`config.mk`:
```
export PLATFORM = sky130hd
export DESIGN_NAME = cp0_regfile
export DESIGN_NICKNAME = d
export VERILOG_FILES = /design/src/rtl/cp0_regfile.sv
export SDC_FILE = /design/constraint.sdc
export NUM_CORES = 1
export LEC_CHECK = 0
export ABC_AREA = 1
export CAP_MARGIN = 10
export CORE_MARGIN = 2
export CORE_UTILIZATION = 40
export CTS_CLUSTER_DIAMETER = 80
export DETAILED_ROUTE_END_ITERATION = 10
export PLACE_DENSITY = 0.8
export SKIP_CTS_REPAIR_TIMING = 1
export SLEW_MARGIN = 10
export SYNTH_ARGS = -nofsm -noshare
export SYNTH_HDL_FRONTEND = slang
export SYNTH_SLANG_ARGS = --single-unit
```
`constraint.sdc`:
```
create_clock -name clock -period 0.85 [get_ports clock]
set_input_delay 0.17 -clock clock [delete_from_list [all_inputs] [get_ports clock]]
set_output_delay 0.17 -clock clock [all_outputs]
set_load 0.01 [all_outputs]
```
`src/rtl/cp0_regfile.sv`:
```
// cp0_regfile -- Coprocessor-0 register file (Status/Cause/EPC) for Minisys-1A.
//
// Holds Status (reg 12), Cause (reg 13) and EPC (reg 14). Applies decode-stage
// writes (exception entry, eret, mtc0), latches rising edges on the external
// interrupt lines into Cause IP[15:10], and raises Interrupt_request to fetch.
//
// Ports:
//   clock, reset               - rising-edge clock, async active-low reset
//   Status/Cause/EPC_write     - load enables, with matching *_write_data
//   Interrupt_in[5:0]          - async, edge-triggered interrupt lines
//   Interrupt_ack, PC_interrupt- fetch is taking the interrupt; return address
//   *_read_data                - current register contents (no bypass)
//   Interrupt_request          - enabled, unmasked interrupt pending

// Per-line synchroniser: two metastability flops plus a history flop.
// rise pulses for exactly one cycle per low-to-high transition seen by s2.
module cp0_irq_sync (
   input  logic clock,
   input  logic reset,
   input  logic din,
   output logic rise
);
   logic s1, s2, h;

   always_ff @(posedge clock or negedge reset) begin
      if (!reset) begin
         s1 <= 1'b0;
         s2 <= 1'b0;
         h  <= 1'b0;
      end else begin
         s1 <= din;
         s2 <= s1;
         h  <= s2;
      end
   end

   assign rise = s2 & ~h;
endmodule

module cp0_regfile #(
   parameter int IRQ_LINES = 6
) (
   input  logic                 clock,
   input  logic                 reset,
   input  logic                 Status_write,
   input  logic [31:0]          Status_write_data,
   input  logic                 Cause_write,
   input  logic [31:0]          Cause_write_data,
   input  logic                 EPC_write,
   input  logic [31:0]          EPC_write_data,
   input  logic [IRQ_LINES-1:0] Interrupt_in,
   input  logic                 Interrupt_ack,
   input  logic [31:0]          PC_interrupt,
   output logic [31:0]          Status_read_data,
   output logic [31:0]          Cause_read_data,
   output logic [31:0]          EPC_read_data,
   output logic                 Interrupt_request
);
   localparam int IP_LO = 10;

   logic [31:0]          status_q, cause_q, epc_q;
   logic [IRQ_LINES-1:0] rise;
   logic                 any_write, ack_take;

   genvar gi;
   generate
      for (gi = 0; gi < IRQ_LINES; gi++) begin : g_sync
         cp0_irq_sync u_sync (
            .clock (clock),
            .reset (reset),
            .din   (Interrupt_in[gi]),
            .rise  (rise[gi])
         );
      end
   endgenerate

   // Any decode-stage write suppresses the interrupt ack for this edge;
   // the pending IP bit stays set so fetch sees the request again.
   assign any_write = Status_write | Cause_write | EPC_write;
   assign ack_take  = Interrupt_ack & ~any_write;

   always_ff @(posedge clock or negedge reset) begin
      if (!reset) begin
         status_q <= 32'h0;
      end else if (Status_write) begin
         status_q <= Status_write_data;
      end else if (ack_take) begin
         status_q[0] <= 1'b0;
      end
   end

   // A new edge always wins over a software clear of the same IP bit.
   always_ff @(posedge clock or negedge reset) begin
      if (!reset) begin
         cause_q <= 32'h0;
      end else if (Cause_write) begin
         cause_q <= Cause_write_data;
         cause_q[IP_LO +: IRQ_LINES] <= Cause_write_data[IP_LO +: IRQ_LINES] | rise;
      end else begin
         cause_q[IP_LO +: IRQ_LINES] <= cause_q[IP_LO +: IRQ_LINES] | rise;
         if (ack_take)
            cause_q[6:2] <= 5'b00000;
      end
   end

   always_ff @(posedge clock or negedge reset) begin
      if (!reset) begin
         epc_q <= 32'h0;
      end else if (EPC_write) begin
         epc_q <= EPC_write_data;
      end else if (ack_take) begin
         epc_q <= PC_interrupt;
      end
   end

   assign Status_read_data  = status_q;
   assign Cause_read_data   = cause_q;
   assign EPC_read_data     = epc_q;
   assign Interrupt_request = status_q[0] &
                              (|(cause_q[IP_LO +: IRQ_LINES] & status_q[IP_LO +: IRQ_LINES]));
endmodule

```
# [Word level (Yosys, flattened, before mapping)]
# Index checks and enable logic that the tools add are counted.
# Widths: inputs -> output; s select.
[totals] ff_bits=114
[op_classes] n_mux=7 n_reduce_logical=4 n_bitwise=20
[op_table] operator="$mux 32" count=2
[op_table] operator="$or 6x6->6" count=2
[op_table] operator="$mux 5" count=2
[op_table] operator="$and 1x1->1" count=8
[op_table] operator="$not 1->1" count=7
[op_table] operator="$and 6x6->6" count=1
[op_table] operator="$mux 6" count=1
[op_table] operator="$reduce_bool 2->1" count=3
[op_table] operator="$reduce_or 6->1" count=1
[op_table] operator="$mux 1" count=2
[op_table] operator="$or 1x1->1" count=2

# [Logic depth before layout (Yosys ltp)]
# Gate-level depths: netlist of run 1.
[logic_depth] word_depth=6 depth_mapped=8 mapped_depth_nobuf=5

# [Hierarchy]
# From an unflattened synthesis of run 1, not the netlist that was laid out.
[unflattened] cells_unflattened=561 area_unflattened_um2=4708.3
[modules_own_cells] mod="cp0_regfile" seq_area_each_um2=2402.3 area_each_um2=4197.8 cells_per_inst=531 instances=1
[modules_own_cells] mod="cp0_irq_sync" seq_area_each_um2=75.1 area_each_um2=85.1 cells_per_inst=5 instances=6

# [Least setup slack after synthesis of run 1]
# No wires, ideal clock.
[synth_timing] kind="in2reg" from="input Status_write" to="register status_q[10], in the netlist Status_read_data[10]" n_path_buf=2 arrival_time_ns=0.891 path_slack_ns=-0.166 cell_stages=3 setup_ns=0.125 path_cell_list="buf_2 > buf_2 > mux2_2"
[synth_rtl] element="start, declared" line="45" source="input logic Status_write,"
[synth_rtl] element="end signal, assigned" line="86" source="status_q <= Status_write_data;"
[synth_rtl] element="end, declared" line="61" source="logic [31:0] status_q, cause_q, epc_q;"
# No word-level cell between the ends.

# [Worst setup path in the final report of run 1]
[layout_timing] from="register status_q[10], in the netlist Status_read_data[10]" to="output Interrupt_request"
[layout_between] elab_chain_cells=3
[layout_rtl] element="$and 6x6->6" line="120" source="(|(cause_q[IP_LO +: IRQ_LINES] & status_q[IP_LO +: IRQ_LINES]));"
[layout_rtl] element="$reduce_or 6->1" line="120"
[layout_rtl] element="$and 1x1->1" line="119" source="assign Interrupt_request = status_q[0] &"
[layout_rtl] element="end, declared" line="57" source="output logic Interrupt_request"
# Every way passes these cells.

==> results of run 1 <==
[critical path: cells and delay by family (launching register included)]
family          cells  cell delay, ns
buf+inv             1            0.13
compound gates      1            0.07
flops               1            0.39
simple gates        3            0.28
[metal layers]
layer,up-vias,part of all wire (%)
met5,-,0
met4,0,2.1
met3,23,7.4
met2,197,51
met1,2106,39
li1,2150,-
[state kept, by name (all words and copies together) (netlist names)]
| signal | flops |
|---|---|
| Status_read_data | 32 |
| EPC_read_data | 32 |
| g_sync.u_sync.s2 | 6 |
| g_sync.u_sync.s1 | 6 |
| g_sync.u_sync.h | 6 |
| Cause_read_data | 32 |
[worst max path at each step]
stage,startpoint,to,slack (ns),cells past startpoint
after global routing,Cause_read_data[13]$_DFF_PN0_,Interrupt_request,-0.62,5
after global placement,Status_write,Status_read_data[23]$_DFFE_PN0P_,-0.74,3
after detailed placement,Status_write,Status_read_data[30]$_DFFE_PN0P_,-0.76,3
after floorplan,Status_write,EPC_read_data[17]$_DFFE_PN0P_,-0.11,7
final,Status_read_data[10]$_DFFE_PN0P_,Interrupt_request,-0.57,5
after CTS,Cause_read_data[10]$_DFF_PN0_,Interrupt_request,-1.04,5
[power by group]
part,internal [uW],switching (uW)
clock,5130,2350
sequential,5940,300
combinational,1860,1360
[cells in the final DEF (no fill, tap or decap), types with 2 or more instances in the layout]
cell type	n
sky130_fd_sc_hd__buf_4	56
sky130_fd_sc_hd__clkbuf_8	3
sky130_fd_sc_hd__nor2_1	3
sky130_fd_sc_hd__nand3_2	14
sky130_fd_sc_hd__clkbuf_1	3
sky130_fd_sc_hd__clkinv_2	3
sky130_fd_sc_hd__inv_1	9
sky130_fd_sc_hd__dfrtp_1	114
sky130_fd_sc_hd__clkbuf_16	18
sky130_fd_sc_hd__clkdlybuf4s50_1	134
sky130_fd_sc_hd__buf_12	5
sky130_fd_sc_hd__buf_6	44
sky130_fd_sc_hd__dlymetal6s2s_1	4
sky130_fd_sc_hd__nor2_4	2
sky130_fd_sc_hd__clkbuf_2	58
sky130_fd_sc_hd__mux2_2	31
sky130_fd_sc_hd__o211ai_1	5
sky130_fd_sc_hd__diode_2	2
sky130_fd_sc_hd__nand2_2	2
sky130_fd_sc_hd__nand2_1	253
sky130_fd_sc_hd__nand3_1	23
sky130_fd_sc_hd__bufinv_16	4
sky130_fd_sc_hd__buf_2	8
[final cells by class]
cell class                      instances  area [um2]
Clock inverter                          9         151
Antenna cell                            2        5.00
Sequential cell                       114        2850
Tap cell                              143         179
Clock buffer                           23         478
Multi-Input combinational cell        337        1690
Inverter                               10        40.0
Timing Repair Buffer                  311        2770
Fill cell                             846        3300
[cells by family after synthesis]
logic type	share of synthesized area (%)
AND/OR/NAND/NOR	26.2
flip-flops	60.5
buffers and inverters	4.83
multiplexers	7.41
AO/OA/AOI/OAI	1.04
[stage by stage]
stage	worst slack [ns]	instances
finish	-0.573	949
global route	-0.620	948
CTS	-1.04	920
detailed placement	-0.755	888
global placement	-0.736	888
floorplan	-0.112	490
==> key figures, run 1 <==
STA
  – Worst-case hold slack: 0.210 ns
  – Total count of hold-check failures in the final report: 0
  – Fin Setup TNS: -24.32 ns
  – Final setup viols: 105
  – Share of the cycle needed by the critical path after routing: 167%
  – Max-slew headroom: 79.2%
  – Slew at the pin closest to its max-slew limit: 0.312 ns
  – Maximum clock frequency: 0.703 GHz
  – Pins over their slew limit: 0
  – Period minus WS final: 1.42 ns
  – Worst-case setup margin in the final layout: -0.573 ns
  – Setup repair after global routing missed its margin: true
  – Maximum clock skew at final layout: 0.00290 ns

Synth
  – Leading post-synthesis cells by instance count: sky130_fd_sc_hd__nand2_1 (255), sky130_fd_sc_hd__dfrtp_1 (114), sky130_fd_sc_hd__mux2_2 (31)
  – Yosys warnings: 0
  – Share of the synthesized area in the top cell type: 60.5%
  – Synth area leaders: sky130_fd_sc_hd__dfrtp_1 (61%), sky130_fd_sc_hd__nand2_1 (20%), sky130_fd_sc_hd__mux2_2 (7.4%)
  – Cell with the most instances after synthesis: sky130_fd_sc_hd__nand2_1
  – Syn_area_per_cell: 9.62 um2
  – Mapped Cells: 490
  – Primary FF master, synth: sky130_fd_sc_hd__dfrtp_1
  – Number of enable flip-flop cells after synthesis: 0
  – Async SR Flop Fraction: 100%
  – Netlist Area Pre-Place: 4710 um2
  – Net count after synthesis: 630
  – Register area share after synthesis: 60.5%
  – Distinct cell type count after synthesis: 17
  – Most area-hungry cell type in the Yosys netlist: sky130_fd_sc_hd__dfrtp_1
  – Number of register bits inferred by synthesis: 114

Clock tree
  – Total clock buffers created by CTS: 17
  – Number of sinks handled by clock tree synthesis: 114
  – # H-tree levels: 4
  – CTS tree: done
  – Number of buffers between clock root and the deepest sink: 2
  – Clock tree root driver cell: sky130_fd_sc_hd__clkbuf_16
  – Insertion delay of the later-clocked pin in the worst-skew pair: 0.40 ns
  – Clock transition at path regs: 0.05 ns

Routing
  – Via/cell ratio: 4.72
  – Wire per inst: 14.9 um
  – DR DRC count: 0
  – TritonRoute pass-1 iters: 4
  – Number of violations reported at the end of detailed-routing iteration 0: 241
  – Total Routed Length: 14200 um
  – Residual antenna-violating net count after detailed routing: 0
  – Total vias in the final route: 4476

Critical path
  – Worst R2R End: Status_read_data[12]$_DFFE_PN0P_
  – Cell Chain, Critical Path: nand2_1, nand2_1, nor2_1, a21oi_2, clkbuf_2
  – Critical setup path kind: flop to output port
  – Max Fanout on Critical Path: 2
  – Worst r2r src: Status_read_data[12]$_DFFE_PN0P_
  – Library cell contributing the largest single delay on the critical path: sky130_fd_sc_hd__dfrtp_1
  – Most used cell along the critical path: sky130_fd_sc_hd__nand2_1
  – Arrival @ worst endpoint: 1.25 ns
  – Data required time at the worst endpoint: 0.68 ns
  – Startpoint Class: flop
  – Delay of the slowest cell on the worst path: 0.39 ns
  – Reg2Reg Setup Slack: -0.06 ns
  – Endpoint class of the critical path: output port
  – Worst r2r path cells: 2

Power
  – Power per cell area: 2070 nW/um2
  – Worst IR drop on VDD: 1.32 mV
  – Power Total: 16900 uW
  – Static leakage: 0.00419 uW

Floorplanning
  – Initial Utilization: 41.1%
  – Std-Cell Core Area: 11500 um2
  – Area enclosed by the die boundary: 12700 um2
  – Number of top-level design ports: 237
  – Width of the die: 113 um
  – Die Ht: 113 um
  – Number of placement rows: 39

Hold path
  – Min-Delay Startpoint: Interrupt_in[1]
  – Worst min-delay path endpoint: g_sync[1].u_sync.s1$_DFF_PN0_
  – Number of cells on the worst hold path: 1
  – Path class of the lowest-slack min-delay path: primary input to flop

Global routing
  – GRT Util Overall: 21.3%
  – Met1 demand-to-capacity share in global routing: 24.4%
  – First-pass GRT wire length: 21200 um
  – Busiest metal layer after global routing: met2
  – Remaining Overflow, GRT: 0
  – Antenna violations before repair: 1
  – Maximum number of pins on one net before global-route repair: 58
  – Met2 Use GR: 37.4%
  – Grt met3 use: 6.64%
  – Number of global-route vias before repair: 4468

Status
  – Violations in the final reports: negative setup slack
  – Result of the run: finished, violations left

Finish
  – Design area: 8170 um2
  – Layout Utilization: 71.2%
  – Synthesis-to-finish area growth: 73.3%
  – Post-layout net count: 931
  – Ratio of cells with drive above 1 in the final layout: 31.7%

Placement
  – Detailed-placement wirelength estimate: 9850 um
  – Port Buffer Count: 236
  – Final weighted congestion of routability-driven global placement: 0.804
  – Placed Area: 7490 um2

Flow run
  – Number of violations of the max-capacitance limit: 0
Power figures use the tool's default switching activity.
==> inputs of run 2 (changes only) <==
--- a/config.mk
+++ b/config.mk
@@ -6,7 +6,6 @@
 export NUM_CORES = 1
 export LEC_CHECK = 0
 export ABC_AREA = 1
-export CAP_MARGIN = 10
 export CORE_MARGIN = 2
 export CORE_UTILIZATION = 40
 export CTS_CLUSTER_DIAMETER = 80
==> results of run 2 <==
The final DEF is identical to that of run 1; final timing and power are the same.
==> inputs of run 3 (changes only) <==
--- a/config.mk
+++ b/config.mk
@@ -10,7 +10,7 @@
 export CORE_UTILIZATION = 40
 export CTS_CLUSTER_DIAMETER = 80
 export DETAILED_ROUTE_END_ITERATION = 10
-export PLACE_DENSITY = 0.8
+export PLACE_DENSITY_LB_ADDON = 0.2
 export SKIP_CTS_REPAIR_TIMING = 1
 export SLEW_MARGIN = 10
 export SYNTH_ARGS = -nofsm -noshare
==> run 3 against run 2 <==
The flow still finishes with violations (negative setup slack). Final cell count rose by 0.63%. Sequential share of layout area fell by 0.14 points. Die area did not move. Non-clock buffer count rose by 8.
==> key figures, run 3 (synthesis results as in run 1) <==
Routing
  – Total Routed Length: 13700 um (-3.0%)
  – Via/cell ratio: 4.63 (-1.9%)
  – Number of violations reported at the end of detailed-routing iteration 0: 188 (-22%)
  – DR DRC count: 0 (unchanged)
  – TritonRoute pass-1 iters: 6 (+2)
  – Wire per inst: 14.4 um (-3.6%)
  – Residual antenna-violating net count after detailed routing: 0 (unchanged)
  – Total vias in the final route: 4417 (-1.3%)

Floorplanning
  – Initial Utilization: 41.1% (unchanged)
  – Die Ht: 113 um (unchanged)
  – Area enclosed by the die boundary: 12700 um2 (unchanged)
  – Std-Cell Core Area: 11500 um2 (unchanged)
  – Width of the die: 113 um (unchanged)
  – Number of placement rows: 39 (unchanged)
  – Number of top-level design ports: 237 (unchanged)

Global routing
  – Maximum number of pins on one net before global-route repair: 44 (-24%)
  – Remaining Overflow, GRT: 0 (unchanged)
  – First-pass GRT wire length: 21200 um (-0.26%)
  – GRT Util Overall: 21.2% (-0.030 points)
  – Antenna violations before repair: 0 (-1)
  – Number of global-route vias before repair: 4429 (-0.87%)

Critical path
  – Library cell contributing the largest single delay on the critical path: sky130_fd_sc_hd__dfrtp_1
  – Delay of the slowest cell on the worst path: 0.40 ns (about the same)
  – Critical setup path kind: flop to output port
  – Worst R2R End: Status_read_data[12]$_DFFE_PN0P_
  – Startpoint Class: flop
  – Worst r2r path cells: 3 (+1)
  – CP startpoint: Status_read_data[10]$_DFFE_PN0P_
  – Cell Chain, Critical Path: nand2_1, nand2_1, nor2_2, a21oi_2, clkbuf_2
  – Reg2Reg Setup Slack: -0.16 ns (-0.10 ns)
  – Worst r2r src: Status_read_data[12]$_DFFE_PN0P_
  – Cell family with most CP delay: flip-flops
  – Arrival @ worst endpoint: 1.25 ns (about the same)
  – Data required time at the worst endpoint: 0.68 ns (about the same)
  – Endpoint class of the critical path: output port
  – Most used cell along the critical path: sky130_fd_sc_hd__nand2_1
  – Max Fanout on Critical Path: 2 (unchanged)
  – Critical path buffers and inverters: 1 (unchanged)

STA
  – Pins over their slew limit: 0 (unchanged)
  – Period minus WS final: 1.42 ns (-0.000556 ns)
  – Setup repair after global routing missed its margin: true
  – Max-slew headroom: 79.8% (+0.64 points)
  – Total count of hold-check failures in the final report: 0 (unchanged)
  – Worst-case setup margin in the final layout: -0.573 ns (+0.000556 ns)
  – Maximum clock skew at final layout: 0.00511 ns (+0.00221 ns)
  – Share of the cycle needed by the critical path after routing: 167% (about the same)
  – Maximum clock frequency: 0.703 GHz (about the same)
  – Slew at the pin closest to its max-slew limit: 0.302 ns (-0.0101 ns)
  – Final setup viols: 106 (+0.95%)

Clock tree
  – # H-tree levels: 4 (unchanged)
  – Clock transition at path regs: 0.06 ns (about the same)
  – Number of sinks handled by clock tree synthesis: 114 (unchanged)
  – Total clock buffers created by CTS: 17 (unchanged)
  – CTS tree: done
  – Number of buffers between clock root and the deepest sink: 2 (unchanged)
  – Insertion delay of the later-clocked pin in the worst-skew pair: 0.40 ns (about the same)
  – Clock tree root driver cell: sky130_fd_sc_hd__clkbuf_16

Finish
  – Leading cell type in the layout, fill and taps excluded: sky130_fd_sc_hd__nand2_1
  – Leading cell types in the layout, fill and taps excluded: sky130_fd_sc_hd__nand2_1 (248), sky130_fd_sc_hd__clkdlybuf4s50_1 (134), sky130_fd_sc_hd__dfrtp_1 (114)
  – Count of filler cells inserted in the layout: 882 (+4.3%)
  – Ant diodes: 0 (-2)
  – Post-layout net count: 939 (+0.86%)
  – Ratio of cells with drive above 1 in the final layout: 33.1% (+1.4 points)
  – Post-route insts no fill: 955 (+0.63%)
  – Synthesis-to-finish area growth: 74.0%

Hold path
  – Path class of the lowest-slack min-delay path: primary input to asynchronous set/reset pin

Placement
  – Placed cells: 894 (+0.68%)
  – Port Buffer Count: 236 (unchanged)
  – Detailed-placement wirelength estimate: 9800 um (-0.51%)
  – Final weighted congestion of routability-driven global placement: 0.806 (+0.29%)

Power
  – Power per cell area: 1980 nW/um2 (-4.7%)
  – Worst IR drop on VDD: 1.29 mV (-2.2%)
  – Static leakage: 0.00420 uW (+0.33%)
  – Power Total: 16200 uW (-4.3%)

Flow run
  – Number of violations of the max-capacitance limit: 0 (unchanged)

Status
  – Result of the run: finished, violations left
  – Violations in the final reports: negative setup slack
run 3: changes by cell type in the layout (fill, tap and decap cells not counted), sizes merged:
cell	previous run	this run
diode	2	0
clkinv	3	5
clkinvlp	1	5
bufinv	4	1
clkbuf	82	80
inv	11	13
buf	113	118
run 3: final cells by class:
type / instances / area (um2) / share of cell area [%]
inverters: 10 / 40.0 / 0.488
multi-input cells: 337 / 1690 / 20.6
repair buffers: 319 / 2870 / 35.0
flip-flops and latches: 114 / 2850 / 34.8
well taps: 143 / 179 / 2.18
clock buffers: 18 / 439 / 5.36
clock inverters: 14 / 130 / 1.59
run 3: stage by stage:
stage | area [um2] | worst slack (ns) | utilization (%) | hold WS, ns | TNS (ns)
final | 8200 | -0.573 | 71.5 | 0.166 | -25.63
after global routing | 8200 | -0.617 | 71.5 | 0.174 | -29.14
after CTS | 8130 | -0.956 | 70.9 | -0.392 | -83.65
after detailed placement | 7560 | -0.710 | 65.9 | 0.0429 | -81.26
after global placement | 7560 | -0.708 | 65.9 | 0.0450 | -79.59
after floorplan | 4760 | -0.112 | - | -0.126 | -3.22
run 3: metal layers:
metal,GRT usage (%),vias up,part of all wire (%)
met5,0,-,0
met4,8.21,0,1.7
met3,6.32,19,7.6
met2,36.9,169,52
met1,24.7,2077,39
li1,-,2152,-
run 3: worst max-delay path by stage:
| stage | to | cells after the start | slack [ns] |
|---|---|---|---|
| 2_1_floorplan | EPC_read_data[17]$_DFFE_PN0P_ | 7 | -0.11 |
| 5_1_grt | Interrupt_request | 5 | -0.62 |
| 3_3_place_gp | Status_read_data[3]$_DFFE_PN0P_ | 3 | -0.71 |
| 4_1_cts | Interrupt_request | 5 | -0.96 |
| 3_5_place_dp | EPC_read_data[22]$_DFFE_PN0P_ | 6 | -0.71 |
| 6_report | Interrupt_request | 5 | -0.57 |
run 3: where the power goes:
part / switching [uW] / total (uW) / internal, uW
Clock: 2590 / 6700 / 4110
Combinational: 1340 / 3260 / 1920
Sequential: 308 / 6250 / 5940
Total: 4240 / 16200 / 12000
run 3: worst register-to-register path, cell delays in order (launching register included):
cell	delay, ns
sky130_fd_sc_hd__dfrtp_1	0.39
sky130_fd_sc_hd__buf_4	0.15
sky130_fd_sc_hd__buf_6	0.10
sky130_fd_sc_hd__mux2_2	0.25
